[src/rtl/pong_game_ctrl.sv]
// pong_game_ctrl: frame-rate game sequencer for the VGA Pong display.
// Owns ball, paddle, score and serve/play/game-over state. It advances once per
// frame on a registered strobe derived from the falling edge of vertical sync.
module pong_game_ctrl #(
    parameter int VIDEO_W      = 640,
    parameter int FIELD_TOP    = 62,
    parameter int FIELD_BOT    = 468,
    parameter int BALL_SIZE    = 12,
    parameter int BALL_SPEED   = 2,
    parameter int PAD_X1       = 16,
    parameter int PAD_X2       = 620,
    parameter int PAD_W        = 4,
    parameter int PAD_H        = 64,
    parameter int PAD_SPEED    = 4,
    parameter int WIN_SCORE    = 9,
    parameter int SERVE_FRAMES = 60
) (
    input  logic        iVGA_CLK,
    input  logic        iRST,
    input  logic        iVS,
    input  logic        iSTART,
    input  logic        iP1_UP,
    input  logic        iP1_DN,
    input  logic        iP2_UP,
    input  logic        iP2_DN,
    output logic [10:0] oBALL_X,
    output logic [9:0]  oBALL_Y,
    output logic [9:0]  oPAD1_Y,
    output logic [9:0]  oPAD2_Y,
    output logic [3:0]  oSCORE1,
    output logic [3:0]  oSCORE2,
    output logic [2:0]  oSTATE,
    output logic        oWINNER,
    output logic        oFRAME_TICK
);

    typedef enum logic [2:0] {
        S_IDLE  = 3'd0,
        S_SERVE = 3'd1,
        S_PLAY  = 3'd2,
        S_POINT = 3'd3,
        S_OVER  = 3'd4
    } state_t;

    // Geometry as 12-bit signed constants so every position compare is signed.
    localparam logic signed [11:0] TOP_Y      = 12'(FIELD_TOP);
    localparam logic signed [11:0] BALL_MAX_Y = 12'(FIELD_BOT - BALL_SIZE);
    localparam logic signed [11:0] PAD_MAX_Y  = 12'(FIELD_BOT - PAD_H);
    localparam logic signed [11:0] BALL_S     = 12'(BALL_SIZE);
    localparam logic signed [11:0] SPEED_S    = 12'(BALL_SPEED);
    localparam logic signed [11:0] PAD_STEP   = 12'(PAD_SPEED);
    localparam logic signed [11:0] PAD_H_S    = 12'(PAD_H);
    localparam logic signed [11:0] LEFT_FACE  = 12'(PAD_X1 + PAD_W);
    localparam logic signed [11:0] RIGHT_FACE = 12'(PAD_X2);
    localparam logic signed [11:0] RIGHT_STOP = 12'(PAD_X2 - BALL_SIZE);
    localparam logic signed [11:0] RIGHT_EDGE = 12'(VIDEO_W - BALL_SIZE);
    localparam logic signed [11:0] CENTRE_X   = 12'((VIDEO_W - BALL_SIZE) / 2);
    localparam logic signed [11:0] CENTRE_Y   = 12'(FIELD_TOP + (FIELD_BOT - FIELD_TOP - BALL_SIZE) / 2);
    localparam logic signed [11:0] PAD_HOME   = 12'(FIELD_TOP + (FIELD_BOT - FIELD_TOP - PAD_H) / 2);
    localparam logic [3:0]         WIN_S      = 4'(WIN_SCORE);
    localparam int                 CNT_W      = $clog2(SERVE_FRAMES);
    localparam logic [CNT_W-1:0]   CNT_LAST   = CNT_W'(SERVE_FRAMES - 1);

    // Score increment that saturates at the winning score.
    function automatic logic [3:0] sat_inc(input logic [3:0] s);
        return (s >= WIN_S) ? WIN_S : s + 4'd1;
    endfunction

    // One frame of paddle motion, clamped to the playfield; both/neither holds.
    function automatic logic signed [11:0] pad_step(input logic signed [11:0] y,
                                                    input logic up, input logic dn);
        logic signed [11:0] t;
        t = y;
        if (up && !dn) begin
            t = y - PAD_STEP;
            if (t < TOP_Y) t = TOP_Y;
        end else if (dn && !up) begin
            t = y + PAD_STEP;
            if (t > PAD_MAX_Y) t = PAD_MAX_Y;
        end
        return t;
    endfunction

    logic vs1, vs2, tick;
    logic vs_fall;

    state_t                state, state_nxt;
    logic signed [11:0]    ball_x, ball_x_nxt, ball_y, ball_y_nxt;
    logic signed [11:0]    dx, dx_nxt, dy, dy_nxt;
    logic signed [11:0]    pad1_y, pad1_nxt, pad2_y, pad2_nxt;
    logic [3:0]            score1, score1_nxt, score2, score2_nxt;
    logic                  winner, winner_nxt;
    logic                  serve_right, serve_right_nxt;
    logic [CNT_W-1:0]      serve_cnt, cnt_nxt;

    logic signed [11:0]    nx, ny;
    logic                  hit1, hit2;

    assign vs_fall = vs2 & ~vs1;

    // Candidate next ball position; paddle contact uses the current (pre-move) rows.
    assign nx   = ball_x + dx;
    assign ny   = ball_y + dy;
    assign hit1 = (nx <= LEFT_FACE) && (ball_y + BALL_S > pad1_y) && (ball_y < pad1_y + PAD_H_S);
    assign hit2 = (nx + BALL_S >= RIGHT_FACE) && (ball_y + BALL_S > pad2_y) && (ball_y < pad2_y + PAD_H_S);

    // Sync iVS into the pixel domain and register the one-cycle frame strobe.
    always_ff @(posedge iVGA_CLK or posedge iRST) begin
        if (iRST) begin
            vs1  <= 1'b1;
            vs2  <= 1'b1;
            tick <= 1'b0;
        end else begin
            vs1  <= iVS;
            vs2  <= vs1;
            tick <= vs_fall;
        end
    end

    // Game state register.
    always_ff @(posedge iVGA_CLK or posedge iRST) begin
        if (iRST) begin
            state       <= S_IDLE;
            ball_x      <= CENTRE_X;
            ball_y      <= CENTRE_Y;
            dx          <= -SPEED_S;
            dy          <= SPEED_S;
            pad1_y      <= PAD_HOME;
            pad2_y      <= PAD_HOME;
            score1      <= 4'd0;
            score2      <= 4'd0;
            winner      <= 1'b0;
            serve_right <= 1'b0;
            serve_cnt   <= '0;
        end else begin
            state       <= state_nxt;
            ball_x      <= ball_x_nxt;
            ball_y      <= ball_y_nxt;
            dx          <= dx_nxt;
            dy          <= dy_nxt;
            pad1_y      <= pad1_nxt;
            pad2_y      <= pad2_nxt;
            score1      <= score1_nxt;
            score2      <= score2_nxt;
            winner      <= winner_nxt;
            serve_right <= serve_right_nxt;
            serve_cnt   <= cnt_nxt;
        end
    end

    // Next-state logic: start requests act on any cycle, everything else on the frame strobe.
    always_comb begin
        state_nxt       = state;
        ball_x_nxt      = ball_x;
        ball_y_nxt      = ball_y;
        dx_nxt          = dx;
        dy_nxt          = dy;
        pad1_nxt        = pad1_y;
        pad2_nxt        = pad2_y;
        score1_nxt      = score1;
        score2_nxt      = score2;
        winner_nxt      = winner;
        serve_right_nxt = serve_right;
        cnt_nxt         = serve_cnt;

        if (iSTART && (state == S_IDLE || state == S_OVER)) begin
            state_nxt       = S_SERVE;
            score1_nxt      = 4'd0;
            score2_nxt      = 4'd0;
            winner_nxt      = 1'b0;
            serve_right_nxt = 1'b0;
            cnt_nxt         = '0;
            ball_x_nxt      = CENTRE_X;
            ball_y_nxt      = CENTRE_Y;
        end else if (tick) begin
            case (state)
                S_SERVE: begin
                    ball_x_nxt = CENTRE_X;
                    ball_y_nxt = CENTRE_Y;
                    pad1_nxt   = pad_step(pad1_y, iP1_UP, iP1_DN);
                    pad2_nxt   = pad_step(pad2_y, iP2_UP, iP2_DN);
                    if (serve_cnt == CNT_LAST) begin
                        state_nxt = S_PLAY;
                        cnt_nxt   = '0;
                        dx_nxt    = serve_right ? SPEED_S : -SPEED_S;
                        dy_nxt    = SPEED_S;
                    end else begin
                        cnt_nxt = serve_cnt + CNT_W'(1);
                    end
                end
                S_PLAY: begin
                    pad1_nxt = pad_step(pad1_y, iP1_UP, iP1_DN);
                    pad2_nxt = pad_step(pad2_y, iP2_UP, iP2_DN);
                    if (ny <= TOP_Y) begin
                        ball_y_nxt = TOP_Y;
                        dy_nxt     = SPEED_S;
                    end else if (ny >= BALL_MAX_Y) begin
                        ball_y_nxt = BALL_MAX_Y;
                        dy_nxt     = -SPEED_S;
                    end else begin
                        ball_y_nxt = ny;
                    end
                    if (dx[11]) begin
                        if (hit1) begin
                            ball_x_nxt = LEFT_FACE;
                            dx_nxt     = SPEED_S;
                        end else if (nx <= 12'sd0) begin
                            score2_nxt      = sat_inc(score2);
                            serve_right_nxt = 1'b0;
                            state_nxt       = S_POINT;
                        end else begin
                            ball_x_nxt = nx;
                        end
                    end else begin
                        if (hit2) begin
                            ball_x_nxt = RIGHT_STOP;
                            dx_nxt     = -SPEED_S;
                        end else if (nx >= RIGHT_EDGE) begin
                            score1_nxt      = sat_inc(score1);
                            serve_right_nxt = 1'b1;
                            state_nxt       = S_POINT;
                        end else begin
                            ball_x_nxt = nx;
                        end
                    end
                end
                S_POINT: begin
                    if (score1 == WIN_S || score2 == WIN_S) begin
                        state_nxt  = S_OVER;
                        winner_nxt = (score2 == WIN_S);
                    end else begin
                        state_nxt  = S_SERVE;
                        ball_x_nxt = CENTRE_X;
                        ball_y_nxt = CENTRE_Y;
                    end
                end
                default: ;
            endcase
        end
    end

    // On-screen values never reach the sign/headroom bits of the 12-bit registers.
    logic unused_hi;
    assign unused_hi = ^{ball_x[11], ball_y[11:10], pad1_y[11:10], pad2_y[11:10]};

    assign oBALL_X     = ball_x[10:0];
    assign oBALL_Y     = ball_y[9:0];
    assign oPAD1_Y     = pad1_y[9:0];
    assign oPAD2_Y     = pad2_y[9:0];
    assign oSCORE1     = score1;
    assign oSCORE2     = score2;
    assign oSTATE      = state;
    assign oWINNER     = winner;
    assign oFRAME_TICK = tick;

endmodule

[config.mk]
export PLATFORM = sky130hd
export DESIGN_NAME = pong_game_ctrl
export DESIGN_NICKNAME = d
export VERILOG_FILES = /design/src/rtl/pong_game_ctrl.sv
export SDC_FILE = /design/constraint.sdc
export NUM_CORES = 1
export LEC_CHECK = 0
export CORE_MARGIN = 3
export CORE_UTILIZATION = 40
export DETAILED_ROUTE_END_ITERATION = 7
export DONT_BUFFER_PORTS = 1
export PLACE_DENSITY = 0.63
export REMOVE_ABC_BUFFERS = 1
export SETUP_SLACK_MARGIN = 0.2
export SYNTH_ARGS = -nofsm -noshare
export SYNTH_HDL_FRONTEND = slang
export SYNTH_SLANG_ARGS = --single-unit
[constraint.sdc]
create_clock -name iVGA_CLK -period 3.9 [get_ports iVGA_CLK]
set_clock_uncertainty 0.15 [all_clocks]
set_input_delay 0.78 -clock iVGA_CLK [delete_from_list [all_inputs] [get_ports iVGA_CLK]]
set_output_delay 0.78 -clock iVGA_CLK [all_outputs]
set_load 0.01 [all_outputs]
# Word-level counts from Yosys, hierarchy flattened
# Index checks and enable logic that the tools add are counted.
[totals] reg_bits=94 in_bits=8 elab_cells=189
[op_classes] n_addsub=13 magnitude_cmp=16 n_eq_ne=25 mux=73 n_bitwise=3 reduce_logical=43
[op_table] op="$mux W12" count=29
[op_table] op="$pmux W12 S3" count=2
[op_table] op="$mux W4" count=14
[op_table] op="$pmux W12 S2" count=2
[op_table] op="$mux W3" count=9
[op_table] op="$add A12 B12 Y12" count=2
[op_table] op="$add A12 B4 Y12 const B" count=2
[op_table] op="$add A12 B5 Y12 const B" count=2
[op_table] op="$add A12 B8 Y12 const B" count=2
[op_table] op="$ge A12 B11 Y1 const B" count=2
[op_table] op="$gt A12 B10 Y1 const B" count=2
[op_table] op="$gt A12 B12 Y1" count=2
[op_table] op="$lt A12 B12 Y1" count=2
[op_table] op="$lt A12 B7 Y1 const B" count=2
[op_table] op="$mux W6" count=4
[op_table] op="$sub A12 B4 Y12 const B" count=2
[op_table] op="$reduce_bool A2 Y1" count=11
[op_table] op="$reduce_and A5 Y1" count=4
[op_table] op="$ne A4 B4 Y1 const B" count=4
[op_table] op="$ne A3 B3 Y1 const B" count=5
[op_table] op="$ge A12 B10 Y1 const B" count=1
[op_table] op="$le A12 B1 Y1 const B" count=1
[op_table] op="$le A12 B6 Y1 const B" count=1
[op_table] op="$le A12 B7 Y1 const B" count=1
[op_table] op="other kinds (29)" count=65

# Logic depth before layout (Yosys ltp)
# Gate-level depths: netlist of run 1.
[logic_depth] depth_word=10 mapped_depth=16

# Worst setup path before layout of run 1
# No wires, ideal clock.
[synth_timing] path_kind="reg2reg" startpoint="register dx[9]" endpoint="register ball_x[10]" setup_ns=0.125 arrival_time_ns=3.475 required_ns=3.625 setup_slack_ns=0.150 stages_incl_launch_ff=13 n_path_buf=2 period_less_slack_ns=3.750 cell_sequence="dfstp_2 ha_1 buf_6 a21o_4 a221o_1 a21o_1 a211o_1 a211o_1 a21oi_1 o21ai_0 a21oi_1 buf_4 mux2_2"
[synth_via] elab_chain_len=10 elab_cells_between_ends=21
[synth_rtl] item="start: declaration" line="89" rtl="logic signed [11:0] dx, dx_nxt, dy, dy_nxt;"
[synth_rtl] item="start signal: assignment" line="126" rtl="dx <= -SPEED_S;"
[synth_rtl] item="start signal: assignment" line="139" rtl="dx <= dx_nxt;"
[synth_rtl] item="$add A12 B12 Y12 *" line="102" rtl="assign nx = ball_x + dx;"
[synth_rtl] item="$add A12 B5 Y12" line="105" rtl="assign hit2 = (nx + BALL_S >= RIGHT_FACE) && (ball_y + BALL_S > pad2_y) && (ball_y < pad2_y + PAD_H_S);"
[synth_rtl] item="$ge A12 B11 Y1" line="105"
[synth_rtl] item="$logic_and A1 B1 Y1 (2 in a row)" line="105"
[synth_rtl] item="$mux W12" line="215" rtl="if (hit2) begin"
[synth_rtl] item="$mux W12" line="203" rtl="if (dx[11]) begin"
[synth_rtl] item="$pmux W12 S3" line="176" rtl="case (state)"
[synth_rtl] item="$mux W12" line="175" rtl="end else if (tick) begin"
[synth_rtl] item="$mux W12" line="166" rtl="if (iSTART && (state == S_IDLE || state == S_OVER)) begin"
[synth_rtl] item="end signal: assignment" line="137" rtl="ball_x <= ball_x_nxt;"
[synth_rtl] item="end: declaration" line="88" rtl="logic signed [11:0] ball_x, ball_x_nxt, ball_y, ball_y_nxt;"
# Every way passes the cells marked *; elsewhere a longest branch is shown, timed or not. The select of a mux whose other input is x is not followed.
# A chain may end at the register's enable or synchronous reset.

# Worst setup path in the final report of run 1
# Same ends and word-level chain as after synthesis.

==> impl_metrics.ini, run 1 <==
[status]
status = finished, final reports clean

[worst_setup_path]
worstSetupPathType = reg -> reg
worst_setup_path_start_kind = register
crit_top_cell = nand3_1
slowest_stage = dfstp_2
crit_fanout = 7
crit_buf_inv = 1
worstPathRequired_ns = 3.97
cp.arrival_ns = 3.78
worstPathCellList = buf_6 -> ha_2 -> a211o_1 -> o32ai_2 -> a22o_1 -> nor2_4 -> o41ai_1 -> nand3_1 -> nand3_1 -> nor3_1 -> mux2_2
critPathMaxStageDelay_ns = 0.67
path_delay_family = compound AO/OA/AOI/OAI gates
end_kind = register

[drt]
ant_nets = 0
drc_errors = 0
num_vias = 6586
drtIter0Drc = 500
wirelength_um = 19960
wl_per_cell_um = 17.92
vias_per_cell = 5.912
first_pass_iters = 5

[finish]
fin_area_mm2 = 0.008036
layout-drive-gt1-share_pct = 15.52
final_cell_mix = 78 x ha_1, 73 x nand2_1, 66 x nor2_1
area_growth_pct = 9.365
nNetsFinal = 976
final_common_cell = ha_1
utilization_pct = 45.51
diodes = 0

[timing]
period_needed_ns = 3.705
grt_setup_unrepaired = yes
slew_headroom_pct = 39.22
setup_slack_ns = 0.1949
finalSetupViolations = 0
tns_ns = 0
fin_crit_sh_pct = 95.00
slew_viol_final = 0
max_slew.worst_pin.slew_ns = 0.9083
fmax_mhz = 269.9
report.final.hold_viol_count = 0

[floorplan]
pin_count = 62
start_util_pct = 41.62
coreArea_mm2 = 0.01766
die-area_mm2 = 0.02003
die_w_um = 141.5
num_rows = 48
die_height_um = 141.5

[synthesis]
synth_edf_count = 0
ys_seq_area_share_pct = 25.59
synthCells = 898
yosysUniqueCellTypes = 76
ys_async_sr_fraction_pct = 100.0
yosys_warnings = 0
ys_seq_elements = 74
syn-cell-area_mm2 = 0.007348
ys.flop_type = dfrtp_1
postSynthAreaPerCell_um2 = 8.183

[grt]
grt_pass1_wl_um = 32550
grt_pass1_vias = 6401
gr-usage-all-layers_pct = 19.81
grt_antenna_before_repair = 0
grt_max_degree = 37
grt-ovfl-total = 0

[place]
placed_area_mm2 = 0.007460
gp_congestion = 0.9047
dp_hpwl_um = 14910
port_buffers = 0
dpl_worst_slack_ns = 0.02113

[clock_tree]
ctsHtreeMaxLevel = 3
cts_buffer_depth = 2
insertion_delay_ns = 0.34
cts_root_buf = clkbuf_16
tritoncts = built
postCtsHoldBufs = 0
clk_pin_slew_worst_paths_ns = 0.07
clock_sinks = 74
cts_buffers = 9

[power]
powerDensity_mw_per_mm2 = 461.2
p_leak_nw = 3.453
vdd_ir_drop_max_mv = 0.2607

[run]
drv_cap = 0

[hold_path]
hp-class = in -> async
report_power, final:
group          switching (mW)  total [mW]  internal, mW
Combinational            1.02        1.70         0.680
Clock                   0.352       0.871         0.519
Sequential              0.216        1.14         0.923
Total                    1.59        3.71          2.12
state kept, by name, indices dropped and copies added, names as in the netlist, 3 cells and up:
register	cells
ball_x	12
ball_y	12
dx	3
oSCORE1	4
oSCORE2	4
oSTATE	3
pad1_y	12
pad2_y	12
serve_cnt	6
per-layer routing:
layer	share of wire (%)	global-route usage, %	up-vias
li1	-	-	3229
met1	44	25.94	3116
met2	47	32.38	198
met3	6.5	4.584	43
met4	2.7	6.414	0
met5	0	0	-
layout make-up:
| type | count | area (um^2) |
|---|---|---|
| timing repair buffer | 46 | 365.4 |
| inverter | 52 | 196.4 |
| fill | 1747 | 9620 |
| clock buffer | 10 | 239.0 |
| tap | 225 | 281.5 |
| clock inverter | 6 | 71.32 |
| sequential | 74 | 1881 |
| multi-input combinational | 701 | 5002 |
cell usage after synthesis (4+ instances only):
cell	instances	area (um^2)
ha_1	83	1039
nand2_1	73	274.0
nor2_1	70	262.8
a21oi_1	65	325.3
o21ai_0	62	310.3
dfrtp_1	51	1276
inv_1	50	187.7
buf_4	42	315.3
xnor2_1	40	350.3
nand3_1	27	135.1
clkbuf_1	26	97.59
dfstp_2	23	604.3
nor3_1	21	105.1
and3_1	17	106.4
a21o_1	15	112.6
a211oi_1	12	90.09
nand4_1	11	68.82
o22ai_1	11	68.82
a211o_1	10	87.58
mux2_2	10	112.6
nor2b_1	10	62.56
o21a_1	10	75.07
or3_1	10	62.56
a31oi_1	8	50.05
o211ai_1	8	60.06
xor2_1	8	70.07
and2_1	7	43.79
o2111ai_1	7	61.31
or2_2	7	43.79
nand2b_1	6	37.54
nor4_1	6	37.54
a221oi_1	5	43.79
and4_1	5	43.79
mux2i_1	5	50.05
o21bai_1	5	37.54
a2111oi_0	4	35.03
o22a_1	4	35.03
o31ai_1	4	30.03
metrics by stage:
| step | instances | power (mW) | hold WS [ns] |
|---|---|---|---|
| 2_1_floorplan | 827 | 2.286 | 0.2041 |
| 3_3_place_gp | 1087 | 2.772 | 0.2077 |
| 3_5_place_dp | 1087 | 2.784 | 0.2084 |
| 4_1_cts | 1109 | 3.690 | 0.2177 |
| 5_1_grt | 1114 | 4.004 | 0.2236 |
| 6_report | 1114 | 3.707 | 0.2159 |
worst paths after layout:
check	from	end	slack, ns	depth (start not counted)
setup / recovery	dx[9]	ball_x[10]	0.19	11
hold / removal	iRST	oSCORE2[3]	0.22	1
setup reg to reg	dx[9]	ball_x[10]	0.19	11
hold reg to reg	vs1	vs2	0.22	0
max in group asynchronous	iRST	pad2_y[3]	2.60	2
min in group iVGA_CLK	vs1	vs2	0.22	0
cells by family (layout without fill, tap and decap cells):
| group | after synthesis | in the layout | synth area share (%) |
|---|---|---|---|
| and+or+nand+nor | 284 | 284 | 18.99 |
| DFF | 74 | 74 | 25.59 |
| AOI/OAI and AO/OA | 270 | 270 | 24.52 |
| adders and majority gates | 84 | 84 | 14.40 |
| buffers and inverters | 123 | 114 | 8.564 |
| xor gates and xnor gates | 48 | 48 | 5.721 |
| muxes | 15 | 15 | 2.214 |
timing repair:
| item | CTS | global route |
|---|---|---|
| setup endpoints to repair | 12 | 16 |
| resized for setup | 8 | 28 |
| buffers inserted | 6 | 5 |
| pin swaps | 6 | 13 |
No activity file was read; power rests on OpenSTA's default activity.
==> run 2, diff against run 1 <==
--- a/config.mk
+++ b/config.mk
@@ -9,7 +9,9 @@
 export CORE_UTILIZATION = 40
 export DETAILED_ROUTE_END_ITERATION = 7
 export DONT_BUFFER_PORTS = 1
+export HOLD_SLACK_MARGIN = 0.12
 export PLACE_DENSITY = 0.63
+export RECOVER_POWER = 25
 export REMOVE_ABC_BUFFERS = 1
 export SETUP_SLACK_MARGIN = 0.2
 export SYNTH_ARGS = -nofsm -noshare
==> impl_metrics.ini, run 2 (synthesis results as in run 1) <==
[clock_tree]
cts_root_buf = clkbuf_16
cts_buffer_depth = 2
tritoncts = built
insertion_delay_ns = 0.34
cts_buffers = 9
clk_pin_slew_worst_paths_ns = 0.06
clock_sinks = 74
ctsHtreeMaxLevel = 3
postCtsHoldBufs = 0

[timing]
hold_ws_ns = 0.2159
max_slew.worst_pin.slew_ns = 1.600
fmax_mhz = 270.0
fin_crit_sh_pct = 94.96
slew_headroom_pct = -7.277
period_needed_ns = 3.703
slew_viol_final = 37
grt_setup_unrepaired = yes
finalSetupViolations = 0
report.final.hold_viol_count = 0

[grt]
grt_antenna_before_repair = 0
grt-ovfl-total = 0
grt_max_degree = 37
grt_pass1_vias = 6401
gr-usage-all-layers_pct = 19.81
grt_pass1_wl_um = 32550

[worst_setup_path]
worstPathRequired_ns = 3.97
slowest_stage = dfstp_2
worst_setup_path_start_kind = register
crit_buf_inv = 3
path_delay_family = compound AO/OA/AOI/OAI gates
critPathMaxStageDelay_ns = 0.67
worstSetupPathType = reg -> reg
cp.arrival_ns = 3.78
worstPathCellList = buf_6 -> ha_2 -> a211o_1 -> o32ai_2 -> a22o_1 -> nor2_4 -> a211o_1 -> a21oi_4 -> o21ai_2 -> a21oi_2 -> buf_6 -> buf_12 -> mux2_2
end_kind = register
crit_fanout = 7

[place]
dp_hpwl_um = 14910
gp_congestion = 0.9047
port_buffers = 0

[drt]
first_pass_iters = 5
ant_nets = 0
wl_per_cell_um = 17.93
drtIter0Drc = 487
drc_errors = 0
vias_per_cell = 5.929
num_vias = 6605
wirelength_um = 19970

[power]
pwr-share-clk_pct = 23.5
p_sw_share_pct = 42.79
switchingPower_mw = 1.586
p_leak_nw = 3.442
comb_power_share_pct = 45.8
p_total_mw = 3.707
vdd_ir_drop_max_mv = 0.2606
powerDensity_mw_per_mm2 = 461.7
p_int_mw = 2.121
seq_power_share_pct = 30.7

[floorplan]
start_util_pct = 41.62
pin_count = 62
num_rows = 48
die-area_mm2 = 0.02003
die_height_um = 141.5
die_w_um = 141.5
coreArea_mm2 = 0.01766

[hold_path]
hp-class = reg -> reg

[finish]
nNetsFinal = 976
diodes = 0
utilization_pct = 45.47
layout-drive-gt1-share_pct = 15.30
area_growth_pct = 9.263
final_cell_mix = 78 x ha_1, 73 x nand2_1, 66 x nor2_1
final_common_cell = ha_1

[status]
violations = max-capacitance violations, max-slew violations
status = finished with violations

[run]
drv_cap = 1
run 2: cell types whose count changed in the layout (fill, tap and decap cells not counted), sizes merged:
| cell | previous run | this run |
|---|---|---|
| buf | 46 | 44 |
| clkbuf | 10 | 12 |
| clkinv | 3 | 2 |
| clkinvlp | 2 | 3 |
run 2: routing by layer:
| layer | part of all wire, % | wire (um) | GRT usage (%) |
|---|---|---|---|
| met1 | 44 | 8769 | 25.94 |
| met2 | 47 | 9315 | 32.38 |
| met3 | 6.9 | 1372 | 4.584 |
| met4 | 2.6 | 511 | 6.414 |
| met5 | 0 | 0 | 0 |
run 2: path summary, 6_finish.rpt:
kind / start / to / slack, ns / cells past startpoint
worst max-delay path: dx[9] / ball_x[10] / 0.20 / 13
worst min-delay path: vs1 / vs2 / 0.22 / 0
worst max register to register: dx[9] / ball_x[10] / 0.20 / 13
worst min register to register: vs1 / vs2 / 0.22 / 0
max in group asynchronous: iRST / ball_y[3] / 1.38 / 2
min in group asynchronous: iRST / oWINNER / 0.55 / 1
run 2: final cells by class:
cell class | instances | area, um^2
clock buffer | 10 | 239.0
clock inverter | 6 | 71.32
fill | 1747 | 9628
inverter | 52 | 196.4
multi-input combinational | 701 | 5002
sequential | 74 | 1881
tap | 225 | 281.5
timing repair buffer | 46 | 357.8
run 2: stage by stage:
| step | instances | setup slack [ns] | TNS, ns | area [um^2] |
|---|---|---|---|---|
| CTS | 1109 | 0.1925 | 0 | 7866 |
| detailed placement | 1087 | 0.02113 | 0 | 7460 |
| global placement | 1087 | 0.1083 | 0 | 7460 |
| global route | 1114 | 0.01831 | 0 | 8029 |
| finish | 1114 | 0.1966 | 0 | 8029 |
| floorplan | 827 | -0.1543 | -1.380 | 6914 |
run 2: what timing repair did:
action,in CTS,in global routing
endpoints found under the setup margin,12,16
setup buffers,6,5
pin swaps,6,13
gates resized for setup,8,28
run 2: power groups by stage:
stage / sequential, mW / combinational, mW / clock, mW
global placement: 1.15 / 1.62 / 0
detailed placement: 1.15 / 1.64 / 0
CTS: 1.14 / 1.66 / 0.897
finish: 1.14 / 1.70 / 0.873
global route: 1.16 / 1.90 / 0.936
floorplan: 1.16 / 1.12 / 0
==> run 3, diff against run 2 <==
--- a/config.mk
+++ b/config.mk
@@ -10,7 +10,7 @@
 export DETAILED_ROUTE_END_ITERATION = 7
 export DONT_BUFFER_PORTS = 1
 export HOLD_SLACK_MARGIN = 0.12
-export PLACE_DENSITY = 0.63
+export PLACE_DENSITY = 0.61
 export RECOVER_POWER = 25
 export REMOVE_ABC_BUFFERS = 1
 export SETUP_SLACK_MARGIN = 0.2
==> constraint.sdc (replaced) <==
create_clock -name iVGA_CLK -period 4.33 [get_ports iVGA_CLK]
set_clock_uncertainty 0.15 [all_clocks]
set_input_delay 0.6495 -clock iVGA_CLK [delete_from_list [all_inputs] [get_ports iVGA_CLK]]
set_output_delay 0.6495 -clock iVGA_CLK [all_outputs]
set_load 0.01 [all_outputs]
==> impl_metrics.ini, run 3 (synthesis results as in run 1) <==
[drt]
ant_nets = 0
drtIter0Drc = 522
num_vias = 6517
vias_per_cell = 6.018
first_pass_iters = 5
drc_errors = 0
wl_per_cell_um = 17.88
wirelength_um = 19360

[run]
drv_cap = 2

[worst_setup_path]
crit_buf_inv = 0
slowest_stage = dfstp_2
crit_fanout = 9
cp.arrival_ns = 4.13
worstPathRequired_ns = 4.46
crit_start = dx[9]
rr_startpoint = dx[9]
crit_top_cell = or3_1
critPathMaxStageDelay_ns = 0.64
worst_setup_path_start_kind = register
path_delay_family = compound AO/OA/AOI/OAI gates
worstSetupPathType = reg -> reg
worstPathCellList = ha_2 -> a21o_4 -> a221o_1 -> a211oi_2 -> a311oi_4 -> o41ai_2 -> a21oi_2 -> or3_1 -> or3_1 -> a21oi_1
end_kind = register

[clock_tree]
cts_root_buf = clkbuf_16
cts_buffer_depth = 2
cts_buffers = 9
clock_sinks = 74
tritoncts = built
ctsHtreeMaxLevel = 3
clk_pin_slew_worst_paths_ns = 0.06
insertion_delay_ns = 0.36
postCtsHoldBufs = 0

[timing]
slew_viol_final = 77
period_needed_ns = 4.002
grt_setup_unrepaired = no
finalSetupViolations = 0
max_slew.worst_pin.slew_ns = 2.216
setup_slack_ns = 0.3277
report.final.hold_viol_count = 0
slew_headroom_pct = -48.54
tns_ns = 0
fin_crit_sh_pct = 92.43
fmax_mhz = 249.9
hold_ws_ns = 0.1406

[place]
dp_hpwl_um = 14470
dpl_worst_slack_ns = 0.3088
port_buffers = 0
gp_congestion = 0.9002

[power]
p_total_mw = 3.269
vdd_ir_drop_max_mv = 0.1845
p_leak_nw = 3.281
powerDensity_mw_per_mm2 = 428.4

[finish]
final_common_cell = ha_1
final_cell_mix = 82 x ha_1, 73 x nand2_1, 70 x nor2_1
fill_cells = 1810
diodes = 0
nNetsFinal = 945
area_growth_pct = 3.848
layout-drive-gt1-share_pct = 9.907

[hold_path]
hp-class = in -> reg
hold_path_startpoint = iVS

[floorplan]
pin_count = 62
start_util_pct = 41.62
die-area_mm2 = 0.02003
coreArea_mm2 = 0.01766
num_rows = 48
die_w_um = 141.5
die_height_um = 141.5

[status]
violations = max-capacitance violations, max-slew violations
status = finished with violations

[grt]
grt_pass1_wl_um = 31800
grt_antenna_before_repair = 0
grt_max_degree = 48
grt-ovfl-total = 0
grt_pass1_vias = 6154
gr-usage-all-layers_pct = 19.40
-- run 3: changes by cell type in the layout (fill, tap and decap cells not counted), moves of 3 or more --
cell    before  now
ha_4         3    0
ha_1        78   82
nor2_2       3    0
nor2_1      66   70
buf_4       41   14
-- run 3: area by class of cell --
cell class | count | area (um^2) | share of cell area (%)
repair buffers | 15 | 108.9 | 1.426
flip-flops and latches | 74 | 1881 | 24.64
well taps | 225 | 281.5 | 3.689
clock inverters | 7 | 82.58 | 1.082
clock buffers | 9 | 225.2 | 2.951
multi-input cells | 701 | 4856 | 63.63
inverters | 52 | 196.4 | 2.574
-- run 3: layer usage --
| metal | global-route usage, % | vias to the layer above | routed length [um] |
|---|---|---|---|
| met5 | 0 | - | 0 |
| met4 | 6.566 | 0 | 347 |
| met3 | 4.213 | 26 | 1245 |
| met2 | 31.65 | 200 | 9014 |
| met1 | 25.51 | 3114 | 8752 |
| li1 | - | 3177 | - |
-- run 3: final timing paths --
check / end / slack [ns] / cells past startpoint
max in group asynchronous: pad1_y[9] / 1.29 / 2
max: oSCORE1[2] / 0.33 / 10
min reg2reg: vs2 / 0.22 / 0
min in group asynchronous: oSCORE2[2] / 0.61 / 1
min: vs1 / 0.14 / 0
max reg2reg: oSCORE1[2] / 0.33 / 10
-- run 3: through the flow --
step	util (%)	std cells	cell area (um^2)
4_1_cts	43.06	1081	7602
2_1_floorplan	-	827	6914
3_5_place_dp	41.31	1065	7295
3_3_place_gp	41.31	1065	7295
6_report	43.22	1083	7631
5_1_grt	43.22	1083	7631
-- run 3: report_power, final --
part | switching (mW) | internal (mW) | leakage (nW)
clock | 0.352 | 0.457 | 0.145
sequential | 0.286 | 0.832 | 0.897
combinational | 0.805 | 0.537 | 2.24
-- run 3: timing repair --
action	CTS	global route
setup endpoints to repair	0	11
setup buffers	0	2
gates resized for setup	0	3
